File: config.mk
export PLATFORM = sky130hd
export DESIGN_NAME = sram_access_sequencer_flat
export DESIGN_NICKNAME = d
export VERILOG_FILES = /design/src/rtl/sram_access_sequencer_pkg.sv /design/src/rtl/sram_access_sequencer_if.sv /design/src/rtl/sram_access_sequencer_falling_edge_pulse.sv /design/src/rtl/sram_access_sequencer.sv /design/src/flat_wrapper.sv
export SDC_FILE = /design/constraint.sdc
export NUM_CORES = 1
export LEC_CHECK = 0
export ABC_AREA = 0
export CAP_MARGIN = 15
export CORE_MARGIN = 4
export CORE_UTILIZATION = 39
export DETAILED_ROUTE_END_ITERATION = 6
export GPL_ROUTABILITY_DRIVEN = 1
export PLACE_DENSITY = 0.82
export SLEW_MARGIN = 20
export SYNTH_ARGS = -nofsm -noshare
export SYNTH_HDL_FRONTEND = slang
export SYNTH_HIERARCHICAL = 1
export SYNTH_SLANG_ARGS = --single-unit
File: constraint.sdc
create_clock -name i_clk -period 2.5 [get_ports i_clk]
set_clock_uncertainty 0.15 [all_clocks]
set_input_delay 0.5 -clock i_clk [delete_from_list [all_inputs] [get_ports i_clk]]
set_output_delay 0.5 -clock i_clk [all_outputs]
set_load 0.02 [all_outputs]
File: src/rtl/sram_access_sequencer_pkg.sv
// Shared types and helpers for the SRAM access sequencer.
package sram_seq_pkg;

    typedef enum logic [1:0] {
        S_IDLE  = 2'd0,
        S_WRITE = 2'd1,
        S_READ  = 2'd2
    } state_t;

    function automatic logic in_active(input logic [31:0] x, input logic [31:0] y,
                                       input logic [31:0] w, input logic [31:0] h);
        return (x < w) && (y < h);
    endfunction

endpackage

File: src/rtl/sram_access_sequencer_if.sv
// Counter/coordinate inputs and SRAM/VGA control outputs of the sequencer.
interface sram_access_sequencer_if #(
    parameter int CNT_WIDTH = 10,
    parameter int COR_WIDTH = 10
);
    logic [CNT_WIDTH-1:0] i_count_n;
    logic [CNT_WIDTH-1:0] i_count_m;
    logic [COR_WIDTH-1:0] i_next_x_cor;
    logic [COR_WIDTH-1:0] i_next_y_cor;
    logic                 o_WE_n;
    logic                 o_OE_n;
    logic                 o_PRNG_en;
    logic                 o_addr_inc;
    logic                 o_wr_done;
    logic [1:0]           o_state;

    modport master (
        input  i_count_n, i_count_m, i_next_x_cor, i_next_y_cor,
        output o_WE_n, o_OE_n, o_PRNG_en, o_addr_inc, o_wr_done, o_state
    );

    modport slave (
        output i_count_n, i_count_m, i_next_x_cor, i_next_y_cor,
        input  o_WE_n, o_OE_n, o_PRNG_en, o_addr_inc, o_wr_done, o_state
    );
endinterface

File: src/rtl/sram_access_sequencer_falling_edge_pulse.sv
// Turns an active-low key level into a single-cycle registered pulse on its falling edge.
// Latency: pulse is high the cycle after the first low sample; no backpressure.
module falling_edge_pulse (
    input  logic i_clk,
    input  logic i_rst,
    input  logic i_key,
    output logic o_pulse
);
    logic dly;
    logic armed;

    // armed blocks the first post-reset sample so a key held through reset stays silent
    always_ff @(posedge i_clk or negedge i_rst) begin
        if (!i_rst) begin
            dly     <= 1'b1;
            armed   <= 1'b0;
            o_pulse <= 1'b0;
        end else begin
            dly     <= i_key;
            armed   <= 1'b1;
            o_pulse <= armed & dly & ~i_key;
        end
    end
endmodule

File: src/rtl/sram_access_sequencer.sv
// SRAM write/read sequencer: key pulses drive an FSM owning WE_n/OE_n, frame bursts and PRNG requests.
// Latency: key low to WE_n/OE_n change is 2 cycles; no backpressure, counters are free-running inputs.
module sram_access_sequencer
    import sram_seq_pkg::*;
#(
    parameter int N         = 640,
    parameter int M         = 480,
    parameter int CNT_WIDTH = 10,
    parameter int COR_WIDTH = 10,
    parameter int PRNG_LEAD = 2,
    parameter int WR_FRAMES = 1,
    parameter int FRM_WIDTH = 4
) (
    input  logic                  i_clk,
    input  logic                  i_rst,
    input  logic                  i_wr_trigger,
    input  logic                  i_rd_trigger,
    sram_access_sequencer_if.master bus
);
    localparam logic [CNT_WIDTH-1:0] LAST_N = CNT_WIDTH'(N - 1);
    localparam logic [CNT_WIDTH-1:0] LAST_M = CNT_WIDTH'(M - 1);
    localparam logic [CNT_WIDTH-1:0] PRNG_N = CNT_WIDTH'(N - PRNG_LEAD);
    localparam logic [FRM_WIDTH-1:0] LAST_F = FRM_WIDTH'(WR_FRAMES - 1);
    localparam logic [COR_WIDTH-1:0] ACT_W  = COR_WIDTH'(N);
    localparam logic [COR_WIDTH-1:0] ACT_H  = COR_WIDTH'(M);

    state_t               state;
    logic [FRM_WIDTH-1:0] frm;
    logic                 rsm;
    logic                 wr_p;
    logic                 rd_p;
    logic                 frame_end;
    logic                 last;
    logic                 rsm_nxt;

    falling_edge_pulse u_wr_edge (.i_clk(i_clk), .i_rst(i_rst), .i_key(i_wr_trigger), .o_pulse(wr_p));
    falling_edge_pulse u_rd_edge (.i_clk(i_clk), .i_rst(i_rst), .i_key(i_rd_trigger), .o_pulse(rd_p));

    assign frame_end = (bus.i_count_n == LAST_N) && (bus.i_count_m == LAST_M);
    assign last      = frame_end && (frm == LAST_F);
    // a read pulse coinciding with the final pixel still decides where the burst exits
    assign rsm_nxt   = rsm ^ rd_p;

    assign bus.o_addr_inc = in_active(32'(bus.i_next_x_cor), 32'(bus.i_next_y_cor),
                                      32'(ACT_W), 32'(ACT_H));
    assign bus.o_state    = state;

    always_ff @(posedge i_clk or negedge i_rst) begin
        if (!i_rst) begin
            state         <= S_IDLE;
            frm           <= '0;
            rsm           <= 1'b0;
            bus.o_WE_n    <= 1'b1;
            bus.o_OE_n    <= 1'b1;
            bus.o_PRNG_en <= 1'b0;
            bus.o_wr_done <= 1'b0;
        end else begin
            bus.o_wr_done <= 1'b0;
            bus.o_PRNG_en <= (state == S_WRITE) && (bus.i_count_n == PRNG_N);
            case (state)
                S_IDLE: begin
                    if (wr_p) begin
                        state      <= S_WRITE;
                        frm        <= '0;
                        rsm        <= 1'b0;
                        bus.o_WE_n <= 1'b0;
                        bus.o_OE_n <= 1'b1;
                    end else if (rd_p) begin
                        state      <= S_READ;
                        bus.o_OE_n <= 1'b0;
                    end
                end
                S_READ: begin
                    if (wr_p) begin
                        state      <= S_WRITE;
                        frm        <= '0;
                        rsm        <= 1'b1;
                        bus.o_WE_n <= 1'b0;
                        bus.o_OE_n <= 1'b1;
                    end else if (rd_p) begin
                        state      <= S_IDLE;
                        bus.o_OE_n <= 1'b1;
                    end
                end
                S_WRITE: begin
                    rsm <= rsm_nxt;
                    if (last) begin
                        bus.o_wr_done <= 1'b1;
                        bus.o_WE_n    <= 1'b1;
                        if (rsm_nxt) begin
                            state      <= S_READ;
                            bus.o_OE_n <= 1'b0;
                        end else begin
                            state <= S_IDLE;
                        end
                    end else if (frame_end) begin
                        frm <= frm + 1'b1;
                    end
                end
                default: begin
                    state      <= S_IDLE;
                    bus.o_WE_n <= 1'b1;
                    bus.o_OE_n <= 1'b1;
                end
            endcase
        end
    end
endmodule

File: src/flat_wrapper.sv
// flat-port wrapper written by rule: the top's interface ports become plain ports
module sram_access_sequencer_flat import sram_seq_pkg::*;
#(
    parameter int N         = 640,
    parameter int M         = 480,
    parameter int CNT_WIDTH = 10,
    parameter int COR_WIDTH = 10,
    parameter int PRNG_LEAD = 2,
    parameter int WR_FRAMES = 1,
    parameter int FRM_WIDTH = 4
)
  (i_clk, i_rst, i_wr_trigger, i_rd_trigger, bus_i_count_n, bus_i_count_m, bus_i_next_x_cor, bus_i_next_y_cor, bus_o_WE_n, bus_o_OE_n, bus_o_PRNG_en, bus_o_addr_inc, bus_o_wr_done, bus_o_state);
  sram_access_sequencer_if #(.CNT_WIDTH(CNT_WIDTH), .COR_WIDTH(COR_WIDTH)) bus_i ();
  input  logic i_clk;
  input  logic i_rst;
  input  logic i_wr_trigger;
  input  logic i_rd_trigger;
  input wire logic [$bits(bus_i.i_count_n)-1:0] bus_i_count_n;
  input wire logic [$bits(bus_i.i_count_m)-1:0] bus_i_count_m;
  input wire logic [$bits(bus_i.i_next_x_cor)-1:0] bus_i_next_x_cor;
  input wire logic [$bits(bus_i.i_next_y_cor)-1:0] bus_i_next_y_cor;
  output wire logic [$bits(bus_i.o_WE_n)-1:0] bus_o_WE_n;
  output wire logic [$bits(bus_i.o_OE_n)-1:0] bus_o_OE_n;
  output wire logic [$bits(bus_i.o_PRNG_en)-1:0] bus_o_PRNG_en;
  output wire logic [$bits(bus_i.o_addr_inc)-1:0] bus_o_addr_inc;
  output wire logic [$bits(bus_i.o_wr_done)-1:0] bus_o_wr_done;
  output wire logic [$bits(bus_i.o_state)-1:0] bus_o_state;
  assign bus_i.i_count_n = bus_i_count_n;
  assign bus_i.i_count_m = bus_i_count_m;
  assign bus_i.i_next_x_cor = bus_i_next_x_cor;
  assign bus_i.i_next_y_cor = bus_i_next_y_cor;
  assign bus_o_WE_n = bus_i.o_WE_n;
  assign bus_o_OE_n = bus_i.o_OE_n;
  assign bus_o_PRNG_en = bus_i.o_PRNG_en;
  assign bus_o_addr_inc = bus_i.o_addr_inc;
  assign bus_o_wr_done = bus_i.o_wr_done;
  assign bus_o_state = bus_i.o_state;
  sram_access_sequencer #(.N(N), .M(M), .CNT_WIDTH(CNT_WIDTH), .COR_WIDTH(COR_WIDTH), .PRNG_LEAD(PRNG_LEAD), .WR_FRAMES(WR_FRAMES), .FRM_WIDTH(FRM_WIDTH)) u_core (.i_clk(i_clk), .i_rst(i_rst), .i_wr_trigger(i_wr_trigger), .i_rd_trigger(i_rd_trigger), .bus(bus_i));
endmodule
# --- After elaboration in Yosys (flattened, before gate mapping) ---
# Index checks and enable logic that the tools add are counted.
op_classes:
  addsub: 1
  n_lt_le_gt_ge: 2
  n_eq_ne: 14
  mux: 25
  n_bitwise: 7
  reduce_logical: 14
ops:
  columns: ["operator", "n"]
  rows:
  - ["10-bit equality test, second input constant", 2]
  - ["2-bit 2-to-1 mux", 6]
  - ["4-bit 2-to-1 mux", 3]
  - ["1-bit 2-to-1 mux", 11]
  - ["10-bit by 9-bit equality test with 1-bit output, second input constant", 1]
  - ["10-bit less-than comparator, second input constant", 1]
  - ["10-bit by 9-bit less-than comparator with 1-bit output, second input constant", 1]
  - ["2-bit by 1-bit inequality test with 1-bit output, second input constant", 4]
  - ["4-bit one-hot mux with 2 select lines", 1]
  - ["4-bit AND reduction", 2]
  - ["2-bit inequality test, second input constant", 3]
  - ["3-bit inequality test, second input constant", 2]
  - ["1-bit one-hot mux with 3 select lines", 2]
  - ["2-bit one-hot mux with 3 select lines", 1]
  - ["3-bit AND reduction", 2]
  - ["4-bit by 1-bit adder with 4-bit output, second input constant", 1]
  - ["1-bit bitwise AND", 4]
  - ["1-bit logical AND", 4]
  - ["4-bit logical NOT", 1]
  - ["3-bit nonzero test", 1]
  - ["2-bit by 1-bit equality test with 1-bit output, second input constant", 1]
  - ["2-bit equality test, second input constant", 1]
  - ["2-bit logical NOT", 1]
  - ["1-bit NOT", 2]
  - ["5 further kinds", 5]
totals:
  ff_bits: 16
  wordCells: 75

# --- Logic depth before layout (Yosys ltp) ---
depth:
  word_depth: 5
  depth_mapped: 7
  ltp_nobuf: 7

# --- Hierarchy ---
# The synthesis kept the hierarchy.
by_module_without_submodules:
  columns: ["mod", "n_inst", "cells_per_inst", "area_each_um2"]
  rows:
  - ["sram_access_sequencer", 1, 85, 792.0]
  - ["falling_edge_pulse", 2, 5, 88.8]

# --- Worst setup path before layout ---
# Ideal clock, no wire load.
synth_path:
  path_kind: "register to register"
  from: "reg u_core.frm[0]"
  to: "reg u_core.state[1] (netlist: u_core/bus.o_state[1])"
  t_arrival_ps: 1667
  setup_slack_ps: 559
  path_stages_with_launch: 7
  path_buffers: 0
  synth_period_minus_slack_ps: 1941
  cell_sequence: "dfrtp_1 > inv_1 > ha_1 > nor3b_1 > nand4b_4 > a21oi_1 > mux2_2"
synth_between:
  elab_chain_len: 4
synth_lines:
  columns: ["element", "line_no", "rtl"]
  rows:
  - ["from (decl)", "sram_access_sequencer.sv:28", "logic [FRM_WIDTH-1:0] frm;"]
  - ["from (signal assigned)", "sram_access_sequencer.sv:97", "frm <= frm + 1'b1;"]
  - ["4-bit logical NOT", "sram_access_sequencer.sv:40", "assign last = frame_end && (frm == LAST_F);"]
  - ["1-bit logical AND", "sram_access_sequencer.sv:40", null]
  - ["2-bit by 1-bit inequality test with 1-bit output (no source line)", null, null]
  - ["3-bit AND reduction (no source line)", null, null]
  - ["to (signal assigned)", "sram_access_sequencer.sv:50", "state <= S_IDLE;"]
  - ["to (signal assigned)", "sram_access_sequencer.sv:63", "state <= S_WRITE;"]
  - ["to (signal assigned)", "sram_access_sequencer.sv:69", "state <= S_READ;"]
  - ["to (decl)", "sram_access_sequencer.sv:27", "state_t state;"]
# No other way between the ends.
# A chain may end at the register's enable or synchronous reset.

# --- Worst setup path in the final report ---
# Ends and elaborated chain as after synthesis.

==> flow_metrics.py <==
metrics = {
    "run_status": {
        "status": "finished clean",
    },
    "sta": {
        "hold_viol": 0,
        "finalCriticalPeriod_ns": 2.16,
        "max_clock_freq_mhz": 462,
        "worstMarginPinSlew_ns": 0.736,
        "setup_viol": 0,
        "fin_tns_setup_ns": 0,
        "max_slew_margin_pct": 50.8,
        "rsz0062_at_grt": "false",
        "period_share_pct": 86.6,
        "drv_slew": 0,
    },
    "clock_tree": {
        "clock-sinks": 17,
        "cts-buffers-inserted": 3,
        "clk_path_buf_depth": 2,
        "ctsHoldBuffers": 0,
        "cts.clk_slew.worst_paths_ns": 0.09,
        "worst_skew_pair.late_latency_ns": 0.28,
        "cts_tree": "done",
        "cts_setup_buffers": 0,
        "root_buffer": "clkbuf_4",
        "cts_htree_levels": 1,
    },
    "setup_path": {
        "required_ns": 2.53,
        "worstPathCellList": "inv_1, ha_1, nor3b_1, nand4b_4, a21oi_1, mux2_2",
        "crit_path_end_kind": "register",
        "max_stage_delay_ns": 0.43,
        "critical-path-top-delay-family": "simple AND/OR/NAND/NOR gates",
        "crit_slowest_cell": "dfrtp_1",
        "rrSetupSlack_ns": 0.34,
        "crit_arrival_ns": 2.19,
        "timing.rr.start": "u_core/frm[0]$_DFFE_PN0P_",
        "crit_fanout": 6,
        "r2r_cells": 6,
        "worst_setup_path_start_kind": "register",
        "critPathBufInv": 1,
        "r2r-end": "u_core/bus.o_state[1]$_DFFE_PN0P_",
        "path_class": "register to register",
    },
    "drt": {
        "drc_errors": 0,
        "detail-route-antenna-nets": 0,
        "vias": 879,
        "routed_wl_mm": 2.11,
        "drtPass1Iterations": 4,
        "route.detailed.wl_per_inst_um": 12.9,
        "vias_per_cell": 5.36,
        "drt-initial-drc-count": 14,
    },
    "power_and_ir_drop": {
        "switchingPower_uw": 123,
        "p_leak_uw": 0.000693,
        "seqPwrFrac_pct": 55.1,
        "peakVddDrop_uv": 283,
        "intPower_uw": 408,
        "powerDensity_nw_per_um2": 377,
        "p_comb_share_pct": 18.1,
        "swShare_pct": 23.2,
        "clkPwrFrac_pct": 26.8,
    },
    "logic_synthesis": {
        "synth.largest_area_cell": "dfrtp_1",
        "synth.avg_cell_area_um2": 10.2,
        "ys_ff_latch": 17,
        "synth-edff-count": 0,
        "synth.top_cell.area_share_pct": 33.5,
        "yosysUniqueCellTypes": 39,
        "ys_seq_area_share_pct": 44.4,
        "ys_top_cells_by_area": "dfrtp_1 34%, dfstp_2 11%, ha_1 7.7%, nor2_1 3.5%, a21oi_1 2.6%",
        "synth_ff_type": "dfrtp_1",
        "postSynth.asyncResetShare_pct": 100,
        "yosysWarnings": 6,
        "netlist_area_um2": 970,
        "syn_nets": 145,
        "postSynthCellCount": 95,
    },
    "die": {
        "fp.dieH_um": 57.9,
        "rows": 17,
        "ios": 51,
        "die-area_um2": 3350,
        "core_um2": 2300,
        "die_w_um": 57.9,
        "start_util_pct": 42.2,
    },
    "global_routing": {
        "grt.met3_usage_pct": 5.12,
        "grt_first_pass_wirelength_mm": 3.45,
        "antenna_found_initial": 0,
        "grt.busiest_layer": "met2",
        "gr-usage-all-layers_pct": 13.1,
        "grt_pass1_vias": 870,
        "grt_max_degree": 18,
        "use_met2_pct": 23.7,
        "grtUsageMet1_pct": 13.2,
        "grt-ovfl-total": 0,
    },
    "placed_design": {
        "globalplace.congestion": 0.847,
        "hpwl_mm": 1.69,
        "port_buffers": 38,
        "place_area_um2": 1380,
    },
    "hold_path": {
        "min_from": "u_core/u_rd_edge/armed$_DFF_PN0_",
        "min_path_type": "register to register",
        "hold_end": "u_core/u_rd_edge/o_pulse$_DFF_PN0_",
        "min_path_cells": 1,
    },
    "cells_and_area": {
        "drive_above_1_share_pct": 13.2,
        "n_fill_cell": 177,
        "final_area_um2": 1410,
        "fin_nets": 187,
        "syn_to_final_growth_pct": 45.5,
        "n_antenna_cell": 0,
    },
    "flow_run": {
        "drv_cap": 0,
    },
}
[cell usage after synthesis (all sizes together) (2+ instances only)]
| cell | number |
|---|---|
| o21ai | 2 |
| nor2 | 9 |
| nand2 | 4 |
| nand4 | 4 |
| dfstp | 4 |
| and3 | 3 |
| a22o | 2 |
| mux2i | 2 |
| and3b | 2 |
| inv | 7 |
| ha | 6 |
| nand2b | 2 |
| a211o | 2 |
| conb | 2 |
| nand4b | 2 |
| mux2 | 2 |
| dfrtp | 13 |
| a21oi | 6 |
| nor3 | 5 |
| nand3 | 3 |
[cell families after synthesis]
| group | Yosys count | share of synthesized area [%] |
|---|---|---|
| XOR/XNOR | 1 | 0.903 |
| buffers and inverters | 9 | 3.87 |
| AND/OR/NAND/NOR | 38 | 24.8 |
| AO/OA/AOI/OAI | 18 | 12.8 |
| flip-flops | 17 | 44.4 |
| adder cells (fa/ha/maj) | 6 | 7.74 |
| other | 2 | 0.774 |
| multiplexers | 4 | 4.77 |
[area by class of cell]
type                       instances  area [um^2]  area share [%]
multi-input combinational         69          502            35.5
sequential                        17          430            30.5
timing repair buffer              39          390            27.7
tap                               28         35.0            2.48
inverter                           7         26.3            1.86
clock buffer                       3         22.5            1.60
clock inverter                     1         5.00           0.355
[per-stage QoR]
stage | power, uW | setup slack [ns] | cells | hold slack (ns) | util, %
finish | 531 | 0.336 | 164 | 0.347 | 61.4
global route | 560 | 0.213 | 164 | 0.371 | 61.4
CTS | 539 | 0.0173 | 164 | 0.349 | 61.3
detailed placement | 392 | 0.0154 | 160 | 0.327 | 60.1
global placement | 389 | 0.0606 | 160 | 0.317 | 60.1
floorplan | 330 | 0.559 | 95 | 0.0544 | -
[worst max-delay path by stage]
stage / start / end / slack [ns] / depth (start not counted)
floorplan: u_core/frm[0]$_DFFE_PN0P_ / u_core/bus.o_state[1]$_DFFE_PN0P_ / 0.56 / 6
global placement: bus_i_next_x_cor[8] / bus_o_addr_inc / 0.06 / 5
detailed placement: bus_i_next_x_cor[8] / bus_o_addr_inc / 0.02 / 5
CTS: bus_i_next_x_cor[8] / bus_o_addr_inc / 0.02 / 5
global route: u_core/frm[0]$_DFFE_PN0P_ / u_core/bus.o_state[1]$_DFFE_PN0P_ / 0.21 / 6
finish: u_core/frm[0]$_DFFE_PN0P_ / u_core/bus.o_state[1]$_DFFE_PN0P_ / 0.34 / 6
[state kept, by name (all words and copies together) (netlist names)]
register and cells:
u_core/u_wr_edge/o_pulse 1, u_core/bus.o_PRNG_en 1, u_core/u_rd_edge/dly 1, u_core/bus.o_wr_done 1, u_core/rsm 1, u_core/bus.o_OE_n 1, u_core/u_wr_edge/armed 1, u_core/bus.o_state 2
u_core/bus.o_WE_n 1, u_core/u_wr_edge/dly 1, u_core/frm 4, u_core/u_rd_edge/armed 1, u_core/u_rd_edge/o_pulse 1
[power groups by stage]
stage | combinational, uW | sequential [uW] | clock (uW)
finish | 96.3 | 293 | 142
detailed placement | 94.6 | 297 | 0
global placement | 92.4 | 296 | 0
floorplan | 34.7 | 295 | 0
CTS | 96.8 | 292 | 150
global route | 103 | 293 | 164
[layer usage]
| metal | part of all wire, % | vias to the layer above |
|---|---|---|
| met5 | 0 | - |
| met4 | 1.5 | 0 |
| met3 | 7.9 | 4 |
| met2 | 51 | 33 |
| met1 | 39 | 422 |
| li1 | - | 420 |
[cell usage in the layout (no fill, tap or decap), drive strengths merged, types with 2 or more instances in the layout]
cell / netlist / layout
conb: 2 / 2
nand4b: 2 / 2
nand2b: 2 / 2
nand4: 4 / 4
clkdlybuf4s50: 0 / 37
o21ai: 2 / 2
ha: 6 / 6
a211o: 2 / 2
dfstp: 4 / 4
and3b: 2 / 2
nand2: 4 / 4
nor3: 5 / 5
a22o: 2 / 2
mux2: 2 / 2
dfrtp: 13 / 13
clkbuf: 1 / 3
nand3: 3 / 3
a21oi: 6 / 6
mux2i: 2 / 2
inv: 7 / 7
and3: 3 / 3
nor2: 9 / 9
[timing repair]
action | in CTS | in global routing
resized for setup | 0 | 1
setup endpoints to repair | 0 | 1
hold endpoints to repair | 0 | 0
No activity file was read; power rests on OpenSTA's default activity.
